$ cat src/rtl/mp_add_scheduler_pkg.sv
// Shared types for the multi-precision add scheduler: FSM state encoding and
// the helper that sizes requester id fields.
package mp_add_pkg;

  typedef enum logic {
    IDLE = 1'b0,
    BUSY = 1'b1
  } state_e;

  localparam int NUM_REQ_DFLT = 2;
  localparam int ID_W         = $clog2(NUM_REQ_DFLT);

  // Keeps id fields at least one bit wide even for degenerate requester counts.
  function automatic int id_width(input int n);
    return (n > 1) ? $clog2(n) : 1;
  endfunction

endpackage

$ cat src/rtl/mp_add_scheduler_rr_arbiter.sv
// Round-robin pick: first valid requester at or after ptr_i, wrapping.
// Produces both one-hot and encoded grants.
module rr_arbiter
  import mp_add_pkg::*;
#(
  parameter int NUM_REQ = 2,
  parameter int IDW     = id_width(NUM_REQ)
) (
  input  logic [NUM_REQ-1:0] valid_i,
  input  logic [IDW-1:0]     ptr_i,
  output logic [NUM_REQ-1:0] grant_oh_o,
  output logic [IDW-1:0]     grant_idx_o,
  output logic               any_o
);

  logic [2*NUM_REQ-1:0] rot_s;
  int                   sel_s;

  // Rotating the doubled request vector turns the wrap-around search into a plain
  // lowest-set-bit scan.
  always_comb begin
    rot_s       = {valid_i, valid_i} >> ptr_i;
    any_o       = 1'b0;
    sel_s       = 0;
    grant_idx_o = '0;
    for (int j = 0; j < NUM_REQ; j++) begin
      if (!any_o && rot_s[j]) begin
        any_o = 1'b1;
        sel_s = int'(ptr_i) + j;
        if (sel_s >= NUM_REQ) begin
          sel_s = sel_s - NUM_REQ;
        end else begin
          sel_s = sel_s;
        end
        grant_idx_o = IDW'(sel_s);
      end else begin
        any_o = any_o;
      end
    end
    if (any_o) begin
      grant_oh_o = {{(NUM_REQ-1){1'b0}}, 1'b1} << grant_idx_o;
    end else begin
      grant_oh_o = '0;
    end
  end

endmodule

$ cat src/rtl/mp_add_scheduler.sv
// Word-serial multi-precision add scheduler sharing one external adder between
// NUM_REQ requesters, with transaction-level round-robin and a chained carry.
module mp_add_scheduler
  import mp_add_pkg::*;
#(
  parameter  int BITWIDTH = 8,
  parameter  int NUM_REQ  = 2,
  localparam int IDW      = id_width(NUM_REQ)
) (
  input  logic                        clk,
  input  logic                        rst,
  input  logic [NUM_REQ-1:0]          req_valid,
  output logic [NUM_REQ-1:0]          req_ready,
  input  logic [NUM_REQ*BITWIDTH-1:0] req_a,
  input  logic [NUM_REQ*BITWIDTH-1:0] req_b,
  input  logic [NUM_REQ-1:0]          req_carry_in,
  input  logic [NUM_REQ-1:0]          req_last,
  output logic [BITWIDTH-1:0]         add_a,
  output logic [BITWIDTH-1:0]         add_b,
  output logic                        add_cin,
  input  logic [BITWIDTH-1:0]         add_sum,
  input  logic                        add_cout,
  output logic                        out_valid,
  input  logic                        out_ready,
  output logic [BITWIDTH-1:0]         out_sum,
  output logic                        out_last,
  output logic                        out_carry,
  output logic [IDW-1:0]              out_id
);

  state_e               state_q;
  logic [IDW-1:0]       grant_q;
  logic [NUM_REQ-1:0]   grant_oh_q;
  logic [IDW-1:0]       rr_ptr_q;
  logic [IDW-1:0]       rr_ptr_d;
  logic                 first_q;
  logic                 carry_q;
  logic                 out_valid_q;
  logic [BITWIDTH-1:0]  out_sum_q;
  logic                 out_last_q;
  logic                 out_carry_q;
  logic [IDW-1:0]       out_id_q;

  logic [NUM_REQ-1:0]   arb_oh_s;
  logic [IDW-1:0]       arb_idx_s;
  logic                 arb_any_s;
  logic                 space_s;
  logic                 accept_s;

  rr_arbiter #(
    .NUM_REQ (NUM_REQ),
    .IDW     (IDW)
  ) u_arb (
    .valid_i     (req_valid),
    .ptr_i       (rr_ptr_q),
    .grant_oh_o  (arb_oh_s),
    .grant_idx_o (arb_idx_s),
    .any_o       (arb_any_s)
  );

  // A word may enter only when the output register is empty or draining this cycle.
  assign space_s   = !out_valid_q || out_ready;
  assign accept_s  = (state_q == BUSY) && req_valid[grant_q] && space_s;
  assign req_ready = grant_oh_q & {NUM_REQ{(state_q == BUSY) && space_s}};

  assign add_a   = accept_s ? req_a[grant_q*BITWIDTH +: BITWIDTH] : '0;
  assign add_b   = accept_s ? req_b[grant_q*BITWIDTH +: BITWIDTH] : '0;
  assign add_cin = accept_s && (first_q ? req_carry_in[grant_q] : carry_q);

  assign rr_ptr_d = (grant_q == IDW'(NUM_REQ-1)) ? '0 : grant_q + IDW'(1);

  assign out_valid = out_valid_q;
  assign out_sum   = out_sum_q;
  assign out_last  = out_last_q;
  assign out_carry = out_carry_q;
  assign out_id    = out_id_q;

  // Scheduler FSM, carry chain and result register.
  always_ff @(posedge clk) begin
    if (rst) begin
      state_q     <= IDLE;
      grant_q     <= '0;
      grant_oh_q  <= '0;
      rr_ptr_q    <= '0;
      first_q     <= 1'b0;
      carry_q     <= 1'b0;
      out_valid_q <= 1'b0;
      out_sum_q   <= '0;
      out_last_q  <= 1'b0;
      out_carry_q <= 1'b0;
      out_id_q    <= '0;
    end else begin
      if (accept_s) begin
        out_valid_q <= 1'b1;
        out_sum_q   <= add_sum;
        out_last_q  <= req_last[grant_q];
        out_carry_q <= add_cout;
        out_id_q    <= grant_q;
      end else if (out_ready) begin
        out_valid_q <= 1'b0;
      end else begin
        out_valid_q <= out_valid_q;
      end
      case (state_q)
        IDLE: begin
          if (arb_any_s) begin
            grant_q    <= arb_idx_s;
            grant_oh_q <= arb_oh_s;
            first_q    <= 1'b1;
            state_q    <= BUSY;
          end else begin
            state_q    <= IDLE;
          end
        end
        BUSY: begin
          if (accept_s) begin
            carry_q <= add_cout;
            first_q <= 1'b0;
            if (req_last[grant_q]) begin
              state_q    <= IDLE;
              grant_oh_q <= '0;
              rr_ptr_q   <= rr_ptr_d;
            end else begin
              state_q    <= BUSY;
            end
          end else begin
            state_q <= BUSY;
          end
        end
        default: begin
          state_q    <= IDLE;
          grant_oh_q <= '0;
        end
      endcase
    end
  end

endmodule

$ cat config.mk
export PLATFORM = sky130hd
export DESIGN_NAME = mp_add_scheduler
export DESIGN_NICKNAME = d
export VERILOG_FILES = /design/src/rtl/mp_add_scheduler_pkg.sv /design/src/rtl/mp_add_scheduler_rr_arbiter.sv /design/src/rtl/mp_add_scheduler.sv
export SDC_FILE = /design/constraint.sdc
export NUM_CORES = 1
export LEC_CHECK = 0
export CAP_MARGIN = 5
export CELL_PAD_IN_SITES_DETAIL_PLACEMENT = 1
export CELL_PAD_IN_SITES_GLOBAL_PLACEMENT = 2
export CORE_MARGIN = 10
export CORE_UTILIZATION = 18
export CTS_CLUSTER_DIAMETER = 50
export DETAILED_ROUTE_END_ITERATION = 16
export PLACE_DENSITY_LB_ADDON = 0.3
export SKIP_CTS_REPAIR_TIMING = 1
export SLEW_MARGIN = 20
export SYNTH_ARGS = -nofsm -noshare
export SYNTH_HDL_FRONTEND = slang
export SYNTH_SLANG_ARGS = --single-unit
$ cat constraint.sdc
create_clock -name clk -period 1.3 [get_ports clk]
set_input_delay 0.13 -clock clk [delete_from_list [all_inputs] [get_ports clk]]
set_output_delay 0.13 -clock clk [all_outputs]
set_load 0.03 [all_outputs]
==> run metrics, run 1 <==
layout cells sized above 1 between 30% and 40%; fin crit period 1.61 ns; Slew Viols, Final 0; Seq/Total Area, Yosys between 30% and 40%; # rows 29; Synth Net Count between 150 and 200; ranking of synthesized cells by area dfxtp_1 33%, mux2i_1 15%, o31ai_1 8.4%, a21oi_1 6.5%, nor2_1 5.5%; largest net degree at the start of global routing 19; combinational share of power 42.8%; PortBufs 80; clock network power share 22.5%; # IOs 81; TritonCTS clock tree built; final antenna diode count 0; Yosys warnings 0; CP delay by family, top flip-flops; Worst-path clk slew 0.07 ns; max frequency 621 MHz; setup slack after layout -0.311 ns; post-synth top area share between 30% and 40%; die width 100 um; worst hold path depth 3; vias per cell around 4.5; crit path capture type primary output; CP max-delay cell dfxtp_4; Worst EP arrival 1.48 ns; initial antenna violation count 0; worst min path class in2reg; vias in the first global route around 1500; failing checks setup timing; CTS Buffer Depth 2; crit share post-route 124%; area leader, netlist dfxtp_1; Num Clock Sinks 19; Die Y between 100 and 150 um; DP Wirelength 3840 um; asr flop ratio synth 0%; maximum vdd drop approximately 0.28 mV; fin nets roughly 280; Switching Share roughly a third; Area Overhead vs Synth 121%; synthesized area per cell between 8 and 9 um2; Worst-Margin Slew slightly above 0.4 ns; post-DR wirelength/cell 15.9 um; Largest stage delay, worst path about 0.37 ns; Worst path depth 5; Leakage 1.15 nW; worst reg-to-reg path cell count 4; DP Area about 0.0022 mm2; CP required 1.17 ns; Cells after Synth about 130; FF+latch count, synth 19; critical path cell sequence mux2_4 -> nand3_4 -> clkbuf_16 -> nor2_4 -> buf_6; ANT nets after route 0; Inst Count DP a little under 300; post-route cell area around 0.0026 mm2; CTS root buffer clkbuf_8; core box area 0.00628 mm2; CP Launch Type register; Unique masters post-synth 31; outcome finished with violations; main flop type after synthesis dfxtp_1; sequential power share a little over a third; first-pass GRT wire length approximately 7400 um; Switch Pwr between 0.6 and 0.7 mW; WL final between 4000 and 5000 um; Hold Violations, Final 0; WP buf/inv 2; Initial Utilization around 18%; vias between 1000 and 1500; Int Pwr between 1 and 1.5 mW; synthesized area ~0.0012 mm2; Num CTS Buffers 3; GR Overflow Total 0; setup violators final 22; setup TNS -5.07 ns; number of synthesized flops with an enable pin 0; Layout Cells excl Fill 309; crit-path max FO 7; Maximum Capacitance Violations 0; Setup Crit Path Kind reg2out; Clock Latency Late Sink 0.25 ns; GRT Total Usage roughly 9%; drt drc 0; Power Dens Cells about 730 mW/mm2; # H-tree levels 1; Iter 0 DRT Violations 36; RSZ-0062 raised after global routing true; Worst slew margin 72.7%; skew final about 0.0013 ns; GP Congestion about 0.73; DRT Pass-1 Iters 4; Die Footprint between 0.01 and 0.015 mm2
-- final cells by class --
class,instances,area [um2]
multi-input combinational,94,836
tap,77,96.3
clock buffer,4,45.0
inverter,4,15.0
fill,716,3720
timing repair buffer,111,1170
sequential,19,388
-- kinds of logic after synthesis --
| family | after synthesis | share of synthesized area, % |
|---|---|---|
| AND/OR/NAND/NOR | 39 | 19.4 |
| AO/OA/AOI/OAI | 35 | 20.5 |
| multiplexers | 20 | 18.5 |
| flip-flops | 19 | 32.9 |
| buffers and inverters | 18 | 8.77 |
-- power groups by stage --
stage                     clock [mW]  sequential [mW]  combinational, mW
after floorplan                    0            0.686              0.337
after global placement             0            0.658              0.715
final                          0.418            0.646              0.798
after detailed placement           0            0.658              0.719
after global routing           0.462            0.651              0.852
after CTS                      0.432            0.644              0.722
-- cells in the mapped netlist (2+ instances only) --
library cell and number:
o31ai_1 13, inv_1 4, buf_2 6, a21oi_1 15, nand4_1 10, nor2_1 17
and3_1 2, buf_6 2, buf_4 3, mux2_4 2, mux2i_1 17, clkbuf_1 3
dfxtp_1 19
-- flip-flops by register name (all words and copies together), names as in the netlist --
register,count
carry_q,1
first_q,1
grant_oh_q,2
grant_q,1
out_carry,1
out_id,1
out_last,1
out_sum,8
out_valid,1
rr_ptr_q,1
state_q,1
-- metal layers --
| layer | global-route usage (%) | share of wire [%] | vias up |
|---|---|---|---|
| li1 | - | - | 689 |
| met1 | 10.1 | 43 | 625 |
| met2 | 13.0 | 40 | 70 |
| met3 | 6.59 | 16 | 2 |
| met4 | 1.63 | 0.35 | 0 |
| met5 | 0 | 0 | - |
-- final timing paths --
path,startpoint,slack [ns],to
min,add_sum[6],0.45,out_sum[6]$_SDFFE_PP0P_
max reg2reg,grant_q$_SDFFE_PP0P_,-0.10,rr_ptr_q$_SDFFE_PP0P_
max,grant_q$_SDFFE_PP0P_,-0.31,add_b[2]
min reg2reg,out_last$_SDFFE_PP0P_,0.47,out_last$_SDFFE_PP0P_
-- worst min-delay path: stages --
cell and delay (ns):
clkdlybuf4s50_1 0.40, nand4_1 0.07, a21oi_1 0.06
-- metrics by stage --
step | total power [mW] | utilization [%] | hold WS (ns) | worst slack, ns
finish | 1.86 | 40.7 | 0.451 | -0.311
global route | 1.97 | 40.7 | 0.462 | -0.369
detailed placement | 1.38 | 35.3 | 0.463 | -0.472
floorplan | 1.02 | - | 0.280 | -0.0537
global placement | 1.37 | 35.3 | 0.461 | -0.426
CTS | 1.80 | 36.0 | 0.447 | -0.431
-- placed cells by master (no fill, tap or decap), types with 2 or more instances in the layout --
cell and count:
mux2i_1 17, nand4_1 10, a21oi_1 15, clkbuf_8 3, and3_4 2, buf_6 17
dfxtp_4 2, dlymetal6s2s_1 13, buf_12 6, o31ai_2 6, o31ai_1 7, dfxtp_1 17
nor2_1 7, buf_4 26, clkdlybuf4s50_1 48, nor2_4 10, inv_1 4, mux2_4 2
Note: power is estimated with default switching activity, not from simulation.
==> inputs of run 2 (changes only) <==
Settings changed: CTS_CLUSTER_DIAMETER 50 to default.
==> results of run 2 <==
Final layout, timing and power as in run 1 (identical DEF).
==> inputs of run 3 (changes only) <==
Settings changed: SYNTH_HIERARCHICAL from default to 1.
==> run metrics, run 3 <==
outcome finished with violations; failing checks setup timing; CP max-delay cell dfxtp_4; vias approximately 1400; CP delay by family, top flip-flops; Hold WS approximately 0.4 ns; Iter 0 DRT Violations 50; crit path capture type primary output; Clock Latency Late Sink between 0.2 and 0.3 ns; Maximum Capacitance Violations 0; commonest non-fill, non-tap cell in the layout clkdlybuf4s50_1; Power Dens Cells 729 mW/mm2; # H-tree levels 1; PortBufs 80; Die Footprint just over 0.01 mm2; Worst slew margin between 70% and 80%; Seq/Total Area, Yosys around a third; fill count slightly above 700; worst min path class in2reg; first-pass GRT wire length 8160 um; Area Overhead vs Synth 113%; initial antenna violation count 0; TritonCTS clock tree built; max frequency around 640 MHz; WP buf/inv 2; main flop type after synthesis dfxtp_1; fin nets 284; Leakage around 1.1 nW; Num Clock Sinks 19; GR Overflow Total 0; GP Congestion ~0.77; # IOs 81; Hold Violations, Final 0; maximum vdd drop 0.406 mV; critical path cell sequence mux2_4 -> nand3_4 -> buf_12 -> nor2_1 -> buf_4; Place WS -0.312 ns; fin crit period around 1.6 ns; # rows 29; Worst EP arrival 1.44 ns; FF+latch count, synth 19; DP Wirelength about 4200 um; crit share post-route 121%; final antenna diode count 0; WL final 5150 um; Slew Viols, Final 0; synthesized area about 0.0012 mm2; area occupied by multi-input gates between 800 and 900 um2; skew final 0.000796 ns; drt drc 0; crit-path max FO 10; Cells after Synth ~140; post-DR wirelength/cell 16.6 um; most frequent cells in the layout 47 x clkdlybuf4s50_1, 26 x buf_4, 16 x dfxtp_1; setup slack after layout -0.274 ns; die width between 100 and 150 um; GRT Total Usage roughly 9.6%; CP required between 1 and 1.5 ns; Num CTS Buffers 3; number of synthesized flops with an enable pin 0; RSZ-0062 raised after global routing true; layout cells sized above 1 between 30% and 40%; ranking of synthesized cells by area dfxtp_1 32%, mux2i_1 16%, o31ai_1 7.6%, nor2_1 6.0%, a21oi_1 5.5%; synth cell count leaders 19 x dfxtp_1, 19 x mux2i_1, 19 x nor2_1, 13 x a21oi_1, 12 x o31ai_1; FF/Latch Area slightly below 400 um2; setup violators final 22; post-synth top area share a little under a third; Yosys warnings 6; vias in the first global route between 1500 and 2000; vias per cell roughly 4.5; number of flip-flops in the largest register 8; largest net degree at the start of global routing 22; CP Launch Type register; Worst-path clk slew 0.07 ns; asr flop ratio synth 0%; Die Y slightly above 100 um; Synth Net Count around 190; synthesized area per cell between 8 and 9 um2; area leader, netlist dfxtp_1; Setup Crit Path Kind reg2out; ANT nets after route 0; CTS Buffer Depth 2; Worst-Margin Slew around 0.34 ns; Largest stage delay, worst path 0.37 ns; Unique masters post-synth 27; CTS root buffer clkbuf_8; Initial Utilization between 10% and 20%; DRT Pass-1 Iters 2; core box area between 0.006 and 0.007 mm2
-- run 3: logic make-up (layout without fill, tap and decap cells) --
family,after synthesis,in the layout,share of synthesized area [%]
compound gates,34,34,18.9
buf+inv,19,117,9.55
flops,19,19,31.9
mux,21,21,19.1
simple gates,42,42,20.6
-- run 3: layer usage --
metal  vias to the layer above  part of all wire, %  track usage (%)
li1                        693                    -                -
met1                       644                   45             11.9
met2                        53                   47             16.0
met3                         4                  6.9             3.06
met4                         0                 0.62             1.93
met5                         -                    0                0
-- run 3: tightest hold or removal path: stages --
cell and delay, ns:
dlymetal6s2s_1 0.13, buf_4 0.15, a21boi_1 0.06, inv_1 0.05, o32ai_1 0.08
-- run 3: worst paths after layout --
kind                            from                         end  slack, ns  cells after the start
max             grant_q$_SDFFE_PP0P_                    add_a[7]      -0.27                      5
min reg2reg  out_sum[1]$_SDFFE_PP0P_     out_sum[1]$_SDFFE_PP0P_       0.47                      2
min                     req_valid[0]  grant_oh_q[1]$_SDFFE_PP0P_       0.39                      5
max reg2reg     grant_q$_SDFFE_PP0P_       out_last$_SDFFE_PP0P_      -0.06                      5
-- run 3: report_power, final --
| part | total [mW] | leakage (nW) | switching [mW] | internal [mW] |
|---|---|---|---|---|
| logic | 0.781 | 0.960 | 0.366 | 0.415 |
| clock network | 0.424 | 0.0255 | 0.210 | 0.213 |
| registers | 0.644 | 0.157 | 0.0277 | 0.616 |
-- run 3: metrics by stage --
step	util, %	total power [mW]	std cells	area [um2]	setup TNS, ns
6_report	39.7	1.85	310	2540	-4.44
2_1_floorplan	-	1.03	135	1300	-0.351
4_1_cts	36.6	1.83	306	2340	-9.47
5_1_grt	39.7	1.95	310	2540	-6.47
3_5_place_dp	35.9	1.40	302	2290	-8.35
3_3_place_gp	35.9	1.39	302	2290	-7.55
-- run 3: area by class of cell --
| cell class | count | area share, % |
|---|---|---|
| well taps | 77 | 3.80 |
| inverters | 5 | 0.740 |
| clock buffers | 3 | 1.63 |
| clock inverters | 1 | 0.197 |
| repair buffers | 108 | 44.5 |
| multi-input cells | 97 | 33.7 |
| flip-flops and latches | 19 | 15.3 |
